`src/rtl/orcs_ctrl_pkg.sv`:
```
`default_nettype none
// ============================================================================
// Module   : orcs_ctrl_pkg
// Brief    : Opcodes, writeback/ALU codes and state encoding for the ORCS
//            sequencer, plus the two-word instruction classifier.
// Revision : 1.0
// ============================================================================
package orcs_ctrl_pkg;

  localparam logic [3:0] c_op_move   = 4'h0;
  localparam logic [3:0] c_op_movei  = 4'h1;
  localparam logic [3:0] c_op_load   = 4'h4;
  localparam logic [3:0] c_op_store  = 4'h5;
  localparam logic [3:0] c_op_loadr  = 4'h6;
  localparam logic [3:0] c_op_storer = 4'h7;
  localparam logic [3:0] c_op_add    = 4'h8;
  localparam logic [3:0] c_op_sub    = 4'h9;
  localparam logic [3:0] c_op_jmpneg = 4'hC;
  localparam logic [3:0] c_op_jmpz   = 4'hD;
  localparam logic [3:0] c_op_jmp    = 4'hE;
  localparam logic [3:0] c_op_end    = 4'hF;

  localparam logic [1:0] c_wb_mem = 2'b00;
  localparam logic [1:0] c_wb_alu = 2'b01;
  localparam logic [1:0] c_wb_imm = 2'b10;

  localparam logic [2:0] c_alu_none = 3'b000;
  localparam logic [2:0] c_alu_pass = 3'b011;
  localparam logic [2:0] c_alu_add  = 3'b101;
  localparam logic [2:0] c_alu_sub  = 3'b110;

  localparam int unsigned c_state_w = 4;
  localparam logic [c_state_w-1:0] c_st_ld_pc  = 4'd0;
  localparam logic [c_state_w-1:0] c_st_f_req  = 4'd1;
  localparam logic [c_state_w-1:0] c_st_decode = 4'd2;
  localparam logic [c_state_w-1:0] c_st_exec   = 4'd3;
  localparam logic [c_state_w-1:0] c_st_m_req  = 4'd4;
  localparam logic [c_state_w-1:0] c_st_wb     = 4'd5;
  localparam logic [c_state_w-1:0] c_st_inc    = 4'd6;
  localparam logic [c_state_w-1:0] c_st_halt   = 4'd7;

  function automatic logic is_two_word(input logic [3:0] op);
    return (op == c_op_movei)  || (op == c_op_load) || (op == c_op_store) ||
           (op == c_op_jmpneg) || (op == c_op_jmpz) || (op == c_op_jmp);
  endfunction

endpackage
`default_nettype wire

```
`src/rtl/orcs_mem_wait.sv`:
```
`default_nettype none
// ============================================================================
// Module   : orcs_mem_wait
// Brief    : Memory req/ack completion detect with optional wait timeout
//            (enabled by ORCS_CTRL_MEM_TIMEOUT_EN).
// Revision : 1.0
// ============================================================================
module orcs_mem_wait #(
  parameter int unsigned MEM_TIMEOUT = 255
) (
  input  logic clk,
  input  logic reset_n,
  input  logic waiting,
  input  logic mem_ack,
  output logic done,
  output logic timeout
);

  assign done = waiting & mem_ack;

`ifdef ORCS_CTRL_MEM_TIMEOUT_EN
  localparam int unsigned c_raw_w = $clog2(MEM_TIMEOUT + 1);
  localparam int unsigned c_cnt_w = (c_raw_w < 8) ? 8 : ((c_raw_w > 16) ? 16 : c_raw_w);
  localparam logic [c_cnt_w-1:0] c_limit = c_cnt_w'(MEM_TIMEOUT - 1);

  logic [c_cnt_w-1:0] r_cnt;

  // Cleared whenever idle, so every wait phase starts counting from zero.
  always_ff @(posedge clk or negedge reset_n) begin
    if (!reset_n)      r_cnt <= '0;
    else if (!waiting) r_cnt <= '0;
    else               r_cnt <= r_cnt + 1'b1;
  end

  assign timeout = waiting & ~mem_ack & (r_cnt == c_limit);
`else
  logic w_unused;
  assign w_unused = clk ^ reset_n;
  assign timeout  = 1'b0;
`endif

endmodule
`default_nettype wire

```
`src/rtl/orcs_seq_control.sv`:
```
`default_nettype none
// ============================================================================
// Module   : orcs_seq_control
// Brief    : Multi-cycle ORCS fetch/decode/execute sequencer with req/ack
//            memory handshake; ORCS_CTRL_MEM_TIMEOUT_EN adds a wait timeout.
// Revision : 1.0
// ============================================================================
module orcs_seq_control #(
  parameter int unsigned DATA_W      = 16,
  parameter int unsigned REG_ADDR_W  = 4,
  parameter int unsigned ADDR_REG    = 15,
  parameter int unsigned RESET_PC    = 0,
  parameter int unsigned MEM_TIMEOUT = 255
) (
  input  logic                  clk,
  input  logic                  reset_n,
  input  logic [DATA_W-1:0]     mem_rdata,
  input  logic                  mem_ack,
  input  logic [1:0]            status_register,
  output logic                  mem_req,
  output logic                  mem_we,
  output logic [REG_ADDR_W-1:0] rf_src1,
  output logic [REG_ADDR_W-1:0] rf_src2,
  output logic [REG_ADDR_W-1:0] rf_dst,
  output logic                  rf_we,
  output logic [1:0]            wb_sel,
  output logic [2:0]            alu_op,
  output logic [DATA_W-1:0]     immediate_line,
  output logic [DATA_W-1:0]     pc,
  output logic                  halted,
  output logic                  error
);
  import orcs_ctrl_pkg::*;

  localparam logic [REG_ADDR_W-1:0] c_addr_reg = REG_ADDR_W'(ADDR_REG);
  localparam logic [DATA_W-1:0]     c_reset_pc = DATA_W'(RESET_PC);

  logic [c_state_w-1:0]  r_state, w_state_next;
  logic [DATA_W-1:0]     w_pc_next, r_ir1, r_ir2, w_ir1_next, w_ir2_next;
  logic                  r_second, w_second_next, w_error_next;
  logic                  w_waiting, w_done, w_timeout, w_is_load, w_is_store;
  logic [3:0]            w_op;
  logic [REG_ADDR_W-1:0] w_dst, w_src;

  logic                  w_mem_req, w_mem_we, w_rf_we, w_halted;
  logic [REG_ADDR_W-1:0] w_rf_src1, w_rf_src2, w_rf_dst;
  logic [1:0]            w_wb_sel;
  logic [2:0]            w_alu_op;
  logic [DATA_W-1:0]     w_imm;

  assign w_op       = r_ir1[3:0];
  assign w_dst      = REG_ADDR_W'(r_ir1[7:4]);
  assign w_src      = REG_ADDR_W'(r_ir1[11:8]);
  assign w_is_load  = (w_op == c_op_load)  || (w_op == c_op_loadr);
  assign w_is_store = (w_op == c_op_store) || (w_op == c_op_storer);
  assign w_waiting  = (r_state == c_st_f_req) || (r_state == c_st_m_req);

  if (DATA_W > 12) begin : g_ir_hi_unused
    logic w_unused_hi;
    assign w_unused_hi = ^r_ir1[DATA_W-1:12];
  end

  orcs_mem_wait #(.MEM_TIMEOUT(MEM_TIMEOUT)) u_mem_wait (
    .clk     (clk),
    .reset_n (reset_n),
    .waiting (w_waiting),
    .mem_ack (mem_ack),
    .done    (w_done),
    .timeout (w_timeout)
  );

  always_ff @(posedge clk or negedge reset_n) begin
    if (!reset_n) begin
      r_state  <= c_st_ld_pc;
      pc       <= c_reset_pc;
      r_ir1    <= '0;
      r_ir2    <= '0;
      r_second <= 1'b0;
      error    <= 1'b0;
    end else begin
      r_state  <= w_state_next;
      pc       <= w_pc_next;
      r_ir1    <= w_ir1_next;
      r_ir2    <= w_ir2_next;
      r_second <= w_second_next;
      error    <= w_error_next;
    end
  end

  always_comb begin
    w_state_next  = r_state;
    w_pc_next     = pc;
    w_ir1_next    = r_ir1;
    w_ir2_next    = r_ir2;
    w_second_next = r_second;
    w_error_next  = error;
    case (r_state)
      // Right after reset the outputs are still cleared, so LD_PC lingers
      // one cycle to actually present the pc load before fetching.
      c_st_ld_pc: if (rf_we) w_state_next = c_st_f_req;
      c_st_f_req: begin
        if (w_done) begin
          if (r_second) w_ir2_next = mem_rdata;
          else          w_ir1_next = mem_rdata;
          w_state_next = c_st_decode;
        end else if (w_timeout) begin
          w_error_next = 1'b1;
          w_state_next = c_st_halt;
        end
      end
      c_st_decode: begin
        if (is_two_word(w_op) && !r_second) begin
          w_pc_next     = pc + 1'b1;
          w_second_next = 1'b1;
          w_state_next  = c_st_ld_pc;
        end else begin
          w_second_next = 1'b0;
          w_state_next  = c_st_exec;
        end
      end
      c_st_exec: begin
        case (w_op)
          c_op_move, c_op_movei, c_op_add, c_op_sub: w_state_next = c_st_inc;
          c_op_load, c_op_store, c_op_loadr, c_op_storer: w_state_next = c_st_m_req;
          c_op_jmp, c_op_jmpneg, c_op_jmpz: begin
            if ((w_op == c_op_jmp) ||
                ((w_op == c_op_jmpneg) && status_register[0]) ||
                ((w_op == c_op_jmpz) && status_register[1])) begin
              w_pc_next    = r_ir2;
              w_state_next = c_st_ld_pc;
            end else begin
              w_state_next = c_st_inc;
            end
          end
          default: w_state_next = c_st_halt;
        endcase
      end
      c_st_m_req: begin
        if (w_done) begin
          w_state_next = w_is_load ? c_st_wb : c_st_inc;
        end else if (w_timeout) begin
          w_error_next = 1'b1;
          w_state_next = c_st_halt;
        end
      end
      c_st_wb: w_state_next = c_st_inc;
      c_st_inc: begin
        w_pc_next    = pc + 1'b1;
        w_state_next = c_st_ld_pc;
      end
      c_st_halt: w_state_next = c_st_halt;
      default:   w_state_next = c_st_halt;
    endcase
  end

  // Outputs are decoded from the state being entered and then registered,
  // so each state's controls appear exactly while that state is current.
  always_comb begin
    w_mem_req = 1'b0;
    w_mem_we  = 1'b0;
    w_rf_src1 = '0;
    w_rf_src2 = '0;
    w_rf_dst  = '0;
    w_rf_we   = 1'b0;
    w_wb_sel  = c_wb_mem;
    w_alu_op  = c_alu_none;
    w_imm     = '0;
    w_halted  = 1'b0;
    case (w_state_next)
      c_st_ld_pc: begin
        w_imm    = w_pc_next;
        w_wb_sel = c_wb_imm;
        w_rf_dst = c_addr_reg;
        w_rf_we  = 1'b1;
      end
      c_st_f_req: begin
        w_rf_src1 = c_addr_reg;
        w_mem_req = 1'b1;
      end
      c_st_exec: begin
        case (w_op)
          c_op_move: begin
            w_rf_src1 = w_src; w_alu_op = c_alu_pass; w_wb_sel = c_wb_alu;
            w_rf_dst  = w_dst; w_rf_we  = 1'b1;
          end
          c_op_movei: begin
            w_imm    = r_ir2; w_wb_sel = c_wb_imm;
            w_rf_dst = w_dst; w_rf_we  = 1'b1;
          end
          c_op_add: begin
            w_rf_src1 = w_dst; w_rf_src2 = w_src; w_alu_op = c_alu_add;
            w_wb_sel  = c_wb_alu; w_rf_dst = w_dst; w_rf_we = 1'b1;
          end
          c_op_sub: begin
            w_rf_src1 = w_src; w_rf_src2 = w_dst; w_alu_op = c_alu_sub;
            w_wb_sel  = c_wb_alu; w_rf_dst = w_dst; w_rf_we = 1'b1;
          end
          c_op_load, c_op_store: begin
            w_imm    = r_ir2; w_wb_sel = c_wb_imm;
            w_rf_dst = c_addr_reg; w_rf_we = 1'b1;
          end
          c_op_loadr, c_op_storer: begin
            w_rf_src1 = w_src; w_alu_op = c_alu_pass; w_wb_sel = c_wb_alu;
            w_rf_dst  = c_addr_reg; w_rf_we = 1'b1;
          end
          default: ;
        endcase
      end
      c_st_m_req: begin
        w_rf_src1 = c_addr_reg;
        w_mem_req = 1'b1;
        if (w_is_store) begin
          w_mem_we  = 1'b1;
          w_rf_src2 = w_dst;
        end
      end
      c_st_wb: begin
        // Load data is captured here; it stays on immediate_line during WB.
        w_imm    = mem_rdata;
        w_wb_sel = c_wb_mem;
        w_rf_dst = w_dst;
        w_rf_we  = 1'b1;
      end
      c_st_halt: w_halted = 1'b1;
      default: ;
    endcase
  end

  always_ff @(posedge clk or negedge reset_n) begin
    if (!reset_n) begin
      mem_req        <= 1'b0;
      mem_we         <= 1'b0;
      rf_src1        <= '0;
      rf_src2        <= '0;
      rf_dst         <= '0;
      rf_we          <= 1'b0;
      wb_sel         <= c_wb_mem;
      alu_op         <= c_alu_none;
      immediate_line <= '0;
      halted         <= 1'b0;
    end else begin
      mem_req        <= w_mem_req;
      mem_we         <= w_mem_we;
      rf_src1        <= w_rf_src1;
      rf_src2        <= w_rf_src2;
      rf_dst         <= w_rf_dst;
      rf_we          <= w_rf_we;
      wb_sel         <= w_wb_sel;
      alu_op         <= w_alu_op;
      immediate_line <= w_imm;
      halted         <= w_halted;
    end
  end

endmodule
`default_nettype wire
```
`config.mk`:
```
export PLATFORM = sky130hd
export DESIGN_NAME = orcs_seq_control
export DESIGN_NICKNAME = d
export VERILOG_FILES = /design/src/rtl/orcs_ctrl_pkg.sv /design/src/rtl/orcs_mem_wait.sv /design/src/rtl/orcs_seq_control.sv
export SDC_FILE = /design/constraint.sdc
export NUM_CORES = 1
export LEC_CHECK = 0
export CAP_MARGIN = 20
export CORE_AREA = 3 3 85 87
export CTS_CLUSTER_SIZE = 25
export DETAILED_ROUTE_END_ITERATION = 8
export DIE_AREA = 0 0 88 90
export DONT_BUFFER_PORTS = 1
export GPL_TIMING_DRIVEN = 0
export PLACE_DENSITY = 0.81
export SLEW_MARGIN = 10
export SYNTH_ARGS = -nofsm -noshare
export SYNTH_HDL_FRONTEND = slang
export SYNTH_SLANG_ARGS = --single-unit
```
`constraint.sdc`:
```
create_clock -name clk -period 4.5 [get_ports clk]
set_input_delay 0.675 -clock clk [delete_from_list [all_inputs] [get_ports clk]]
set_output_delay 0.675 -clock clk [all_outputs]
set_load 0.02 [all_outputs]
```
# Word-level counts from Yosys, hierarchy flattened
# Cells that the tools add are included.
dict set report classes {
  mux 32
  bitwise_logic 2
  n_reduce_logical 29
  n_eq_ne 21
  addsub 1
}
# op count
set ops {}
lappend ops {{$pmux W16 S3} 2}
lappend ops {{$mux W16} 4}
lappend ops {{$eq A4 B3 Y1 const B} 10}
lappend ops {{$pmux W4 S2} 5}
lappend ops {{$pmux W4 S7} 1}
lappend ops {{$eq A4 B4 Y1 const B} 5}
lappend ops {{$pmux W3 S3} 2}
lappend ops {{$add A16 B1 Y16 const B} 1}
lappend ops {{$mux W4} 4}
lappend ops {{$eq A4 B1 Y1 const B} 3}
lappend ops {{$eq A4 B2 Y1 const B} 3}
lappend ops {{$logic_not A4 Y1} 3}
lappend ops {{$pmux W4 S3} 1}
lappend ops {{$reduce_or A4 Y1} 3}
lappend ops {{$logic_or A1 B1 Y1} 10}
lappend ops {{$reduce_or A3 Y1} 3}
lappend ops {{$pmux W2 S2} 2}
lappend ops {{$reduce_or A8 Y1} 1}
lappend ops {{$mux W1} 6}
lappend ops {{$mux W3} 2}
lappend ops {{$reduce_and A3 Y1} 2}
lappend ops {{$reduce_or A5 Y1} 1}
lappend ops {{$mux W2} 2}
lappend ops {{$reduce_or A2 Y1} 2}
lappend ops {{other kinds (5)} 7}
dict set report totals {
  ff_bits 86
  word_cells 100
}

# Depth between registers and ports, before layout
dict set report depth {
  depth_word 12
  mapped_depth 9
}

# Modules after synthesis
# A second synthesis with hierarchy kept.
dict set report hier_totals {
  hier_cells 378
  area_unflattened_um2 4287.9
}
# mod cells_per_inst n_inst area_per_inst_um2
set modules_own_cells {}
lappend modules_own_cells {orcs_seq_control 375 1 4270.3}
lappend modules_own_cells {orcs_mem_wait 3 1 17.5}

# Worst setup path after synthesis
# Ideal clock, no wire load.
dict set report synth_path {
  kind {input-to-reg}
  from {in mem_ack}
  to {reg immediate_line[0]}
  cell_stages 8
  setup_ns 0.077
  slack_ns 2.139
  required_ns 4.423
  t_arrival_ns 2.284
  n_path_buf 2
  cell_sequence {nor2b_1 and4_4 buf_6 a211oi_4 nand3_2 or4_4 buf_6 o21ai_1}
}
dict set report synth_between {
  elab_chain_cells 5
}
# item line_no
set synth_lines {}
lappend synth_lines {{start, declared} orcs_seq_control.sv:18} ;# input logic mem_ack,
lappend synth_lines {{$and A1 B1 Y1 (*)} orcs_mem_wait.sv:19} ;# assign done = waiting & mem_ack;
lappend synth_lines {{$mux W4, on equally long branches} {orcs_seq_control.sv:139, orcs_seq_control.sv:102}}
lappend synth_lines {{$pmux W4 S7 (*)} orcs_seq_control.sv:97} ;# case (r_state)
lappend synth_lines {{named net w_state_next[0]} orcs_seq_control.sv:38} ;# logic [c_state_w-1:0] r_state, w_state_next;
lappend synth_lines {{$eq A4 B3 Y1 (tied with other cells)} orcs_seq_control.sv:169} ;# case (w_state_next)
lappend synth_lines {{$pmux W16 S3 (*)} orcs_seq_control.sv:169}
lappend synth_lines {{named net w_imm[0]} orcs_seq_control.sv:49} ;# logic [DATA_W-1:0] w_imm;
lappend synth_lines {{end signal, assigned} orcs_seq_control.sv:250} ;# immediate_line <= w_imm;
lappend synth_lines {{end, declared} orcs_seq_control.sv:28} ;# output logic [DATA_W-1:0] immediate_line,
# Mark *: on every way through the listed nets, which the timed path passes. The rest lies on a longest branch.
# A chain may end at the register's enable or synchronous reset.

# Final worst setup path
dict set report layout_path {
  from {reg r_state[0]}
  to {reg immediate_line[5]}
}
dict set report layout_between {
  elab_chain_cells 7
}
# item line_no
set layout_lines {}
lappend layout_lines {{start, declared} orcs_seq_control.sv:38}
lappend layout_lines {{start signal, assigned} orcs_seq_control.sv:74} ;# r_state <= c_st_ld_pc;
lappend layout_lines {{start signal, assigned} orcs_seq_control.sv:81} ;# r_state <= w_state_next;
lappend layout_lines {{$eq A4 B1 Y1 / $eq A4 B3 Y1 (equally long branches)} {orcs_seq_control.sv:56, orcs_seq_control.sv:97}}
lappend layout_lines {{$logic_or A1 B1 Y1} orcs_seq_control.sv:56} ;# assign w_waiting = (r_state == c_st_f_req) || (r_state == c_st_m_req);
lappend layout_lines {{$and A1 B1 Y1} orcs_mem_wait.sv:19}
lappend layout_lines {{$mux W4, on equally long branches} {orcs_seq_control.sv:139, orcs_seq_control.sv:102}}
lappend layout_lines {{$pmux W4 S7} orcs_seq_control.sv:97}
lappend layout_lines {{$eq A4 B3 Y1 (tied with other cells)} orcs_seq_control.sv:169}
lappend layout_lines {{$pmux W16 S3 (*)} orcs_seq_control.sv:169}
lappend layout_lines {{named net w_imm[5]} orcs_seq_control.sv:49}
# Marked as above.

==> flow_summary.toml <==
[sta]
setup_viol = 0
hold_violations = 0
min_period_ns = 3.00
worstMarginPinSlew_ns = 0.943
finalCritPeriodShare_pct = 66.6
fin_skew_ns = 0.00582
slew_headroom_pct = 36.6
fin_tns_setup_ns = 0
drv_slew = 0
fmax_mhz = 334
rsz0062_at_grt = "no"

[logic_synthesis]
synth_compound_area_share_pct = 18.8
synth-main-ff-cell = "dfrtp_1"
netlist.area_leader.share_pct = 53.0
synth_xor_area_share_pct = 0
synth_mux_area_share_pct = 7.77
synth_area_um2 = 4060
synth_warnings = 0
async_flop_share_pct = 100
synth-seq-area-share_pct = 53.0
synth_top_family_by_area = "compound AO/OA/AOI/OAI gates"
synth-adder-area-share_pct = 0.308
synth-simple-area-share_pct = 15.2
synth_area_leader_cell = "dfrtp_1"
synthCells = 381
synth-seq-cells = 86
yosys-top-cells-area = "dfrtp_1 (53%), mux2_2 (7.8%), a22oi_1 (3.0%)"
synthDistinctLibCells = 52
syn_area_per_cell_um2 = 10.7
synth_edf_count = 0

[place]
place_hpwl_mm = 6.94
io_buffer_count = 0
globalplace.congestion = 0.986

[power]
power_frac_clock_pct = 28.6
power_leakage_nw = 2.00
ir_worst_vdd_v = 0.000356
power_frac_comb_pct = 17.6
swShare_pct = 35.8
p_int_mw = 1.24
power_density_nw_per_um2 = 440
p_seq_share_pct = 53.8
power_switching_uw = 695

[die]
num_rows = 29
die_area_um2 = 7920
die_w_um = 88
start_util_pct = 63.2
core_um2 = 6420
die_h_um = 90
io_pins = 75

[final_layout]
drive_above_1_share_pct = 16.7
n_antenna_cell = 0
postLayoutCoreUtil_pct = 68.6
syn_to_final_growth_pct = 8.54
finalNetCount = 418

[grt]
overflow = 0
grt_max_degree = 79
grtUsageTotal_pct = 26.9
grt_pass1_vias = 3168
antenna_found_initial = 0
grt_pass1_wl_mm = 16.5

[routing]
viasPerCell = 6.57
wl_per_cell_um = 21.1
drc_errors = 0
first_pass_iters = 4
ant_nets = 0
finalWirelength_mm = 10.1
via_count = 3139
dr.first_iter.drc_count = 276

[cts]
htreeDepth = 3
clkLatencyLatePin_ns = 0.36
cts_tree = "built"
cts_buffers = 9
clockBufferDepth = 2
root_buffer = "clkbuf_8"
clk_pin_slew_worst_paths_ns = 0.09
clock-sinks = 86
cts_resized = 0

[run_status]
status = "complete, no violations"

[critical_path]
crit-reg2reg-launch = "r_state[0]$_DFF_PN0_"
cp-end-kind = "flip-flop"
crit_start = "r_state[0]$_DFF_PN0_"
required_ns = 4.77
cp_max_fo = 10
critPathLaunchType = "flip-flop"
worst_ep_arrival_time_ns = 3.27
path_class = "flip-flop to flip-flop"

[worst_hold_path]
hold_path_class = "input port to async pin"

[run]
cap_viol_max_count = 0
==> Yosys cell counts, types with 2 or more instances <==
| cell | instances |
|---|---|
| nand2_1 | 31 |
| nor2b_1 | 6 |
| o41ai_1 | 4 |
| a221oi_1 | 2 |
| a211o_1 | 2 |
| nand2b_1 | 4 |
| nor3_1 | 4 |
| clkbuf_1 | 12 |
| nor2_1 | 21 |
| a211oi_1 | 4 |
| nand4_1 | 3 |
| a21oi_1 | 20 |
| nand4bb_1 | 2 |
| o211ai_1 | 12 |
| nand3_1 | 9 |
| nor4_1 | 2 |
| buf_2 | 5 |
| or2_2 | 2 |
| buf_4 | 2 |
| nor3b_1 | 3 |
| and2_1 | 2 |
| mux2_2 | 28 |
| a22oi_1 | 16 |
| o21ai_0 | 12 |
| or3_1 | 4 |
| nand3b_1 | 4 |
| o21ai_1 | 18 |
| a22o_1 | 4 |
| o31ai_1 | 5 |
| dfrtp_1 | 86 |
| a221o_1 | 5 |
| and3_1 | 6 |
| inv_1 | 20 |
| buf_6 | 3 |
==> path summary, 6_finish.rpt <==
path,to,slack (ns),cells after the start
min in group clk,r_ir2[2]$_DFFE_PN0P_,0.45,1
min reg2reg,immediate_line[6]$_DFF_PN0_,0.54,2
max in group asynchronous,r_ir2[10]$_DFFE_PN0P_,3.55,1
max reg2reg,immediate_line[5]$_DFF_PN0_,1.50,8
min,rf_dst[2]$_DFF_PN0_,0.20,1
max,immediate_line[5]$_DFF_PN0_,1.50,8
==> cell type report <==
cell class,instances,area (um^2)
Buffer,23,123
Clock buffer,9,124
Clock inverter,7,80.1
Fill cell,497,2020
Inverter,20,75.1
Multi-Input combinational cell,253,1710
Sequential cell,86,2150
Tap cell,77,96.3
Timing Repair Buffer,3,42.5
==> critical path, stage by stage (launching register included) <==
cell and delay (ns):
dfrtp_1 0.38, buf_2 0.18, nand2b_1 0.24, nor3_2 0.37, o311ai_4 0.28, nor4_4 0.61
clkbuf_1 0.55, a22oi_1 0.13, o21ai_1 0.16
==> sequential cells by signal, indices dropped and copies added, names as in the netlist, 2 cells and up <==
register,flops
rf_src2,4
rf_dst,4
r_state,4
alu_op,3
r_ir2,16
rf_src1,4
pc,16
r_ir1,12
immediate_line,16
wb_sel,2
==> logic make-up (layout without fill, tap and decap cells) <==
| family | Yosys count | count (layout) |
|---|---|---|
| buffers and inverters | 43 | 62 |
| adders and majority gates | 1 | 1 |
| other | 1 | 2 |
| and+or+nand+nor | 112 | 112 |
| muxes | 28 | 28 |
| AOI/OAI and AO/OA | 110 | 110 |
| DFF | 86 | 86 |
==> routing by layer <==
layer / vias up / share of wire [%] / track usage [%]
met5: - / 0 / 0
met4: 0 / 2.0 / 10.2
met3: 18 / 9.7 / 7.59
met2: 147 / 46 / 40.5
met1: 1558 / 42 / 36.6
li1: 1416 / - / -
==> metrics by stage <==
step	instance area (um^2)	hold WS [ns]	instances	setup WS [ns]	power (mW)
finish	4410	0.199	478	1.50	1.94
global route	4410	0.206	478	1.31	2.04
CTS	4400	0.212	477	1.53	1.94
detailed placement	4160	0.381	459	1.56	1.38
global placement	4160	0.381	459	1.64	1.36
floorplan	4060	0.379	382	2.14	1.27
==> power groups by stage <==
| stage | logic, mW | registers, mW | clock network [mW] |
|---|---|---|---|
| global route | 0.386 | 1.06 | 0.596 |
| floorplan | 0.256 | 1.02 | 0 |
| global placement | 0.310 | 1.05 | 0 |
| finish | 0.341 | 1.04 | 0.554 |
| CTS | 0.338 | 1.04 | 0.558 |
| detailed placement | 0.317 | 1.06 | 0 |
==> cell usage in the layout (no fill, tap or decap), types with 2 or more instances in the layout <==
master and instances:
clkinvlp_4 2, or2_2 2, buf_6 3, nor4_1 2, a211o_1 2, a22oi_1 16, nand4_1 3, clkbuf_8 9
nor2_1 21, mux2_2 28, a22o_1 4, nor2b_1 6, dfrtp_1 86, clkinv_4 2, inv_6 2, nand3_1 9
nand4bb_1 2, nor3b_1 3, o211ai_1 12, a221o_1 5, a221oi_1 2, and3_1 6, o31ai_1 5, nor3_1 4
buf_4 2, or3_1 4, clkbuf_1 12, inv_1 20, nand2_1 31, conb_1 2, a21oi_1 20, o21ai_0 12
o41ai_1 4, and2_1 2, a211oi_1 4, o21ai_1 18, nand3b_1 4, nand2b_1 4, buf_2 5
==> repair_timing <==
| action | 4_1_cts | 5_1_grt |
|---|---|---|
| buffers inserted | 0 | 0 |
| endpoints found under the hold margin | 78 | 0 |
| hold buffers | 2 | 0 |
No activity file was read; power rests on OpenSTA's default activity.
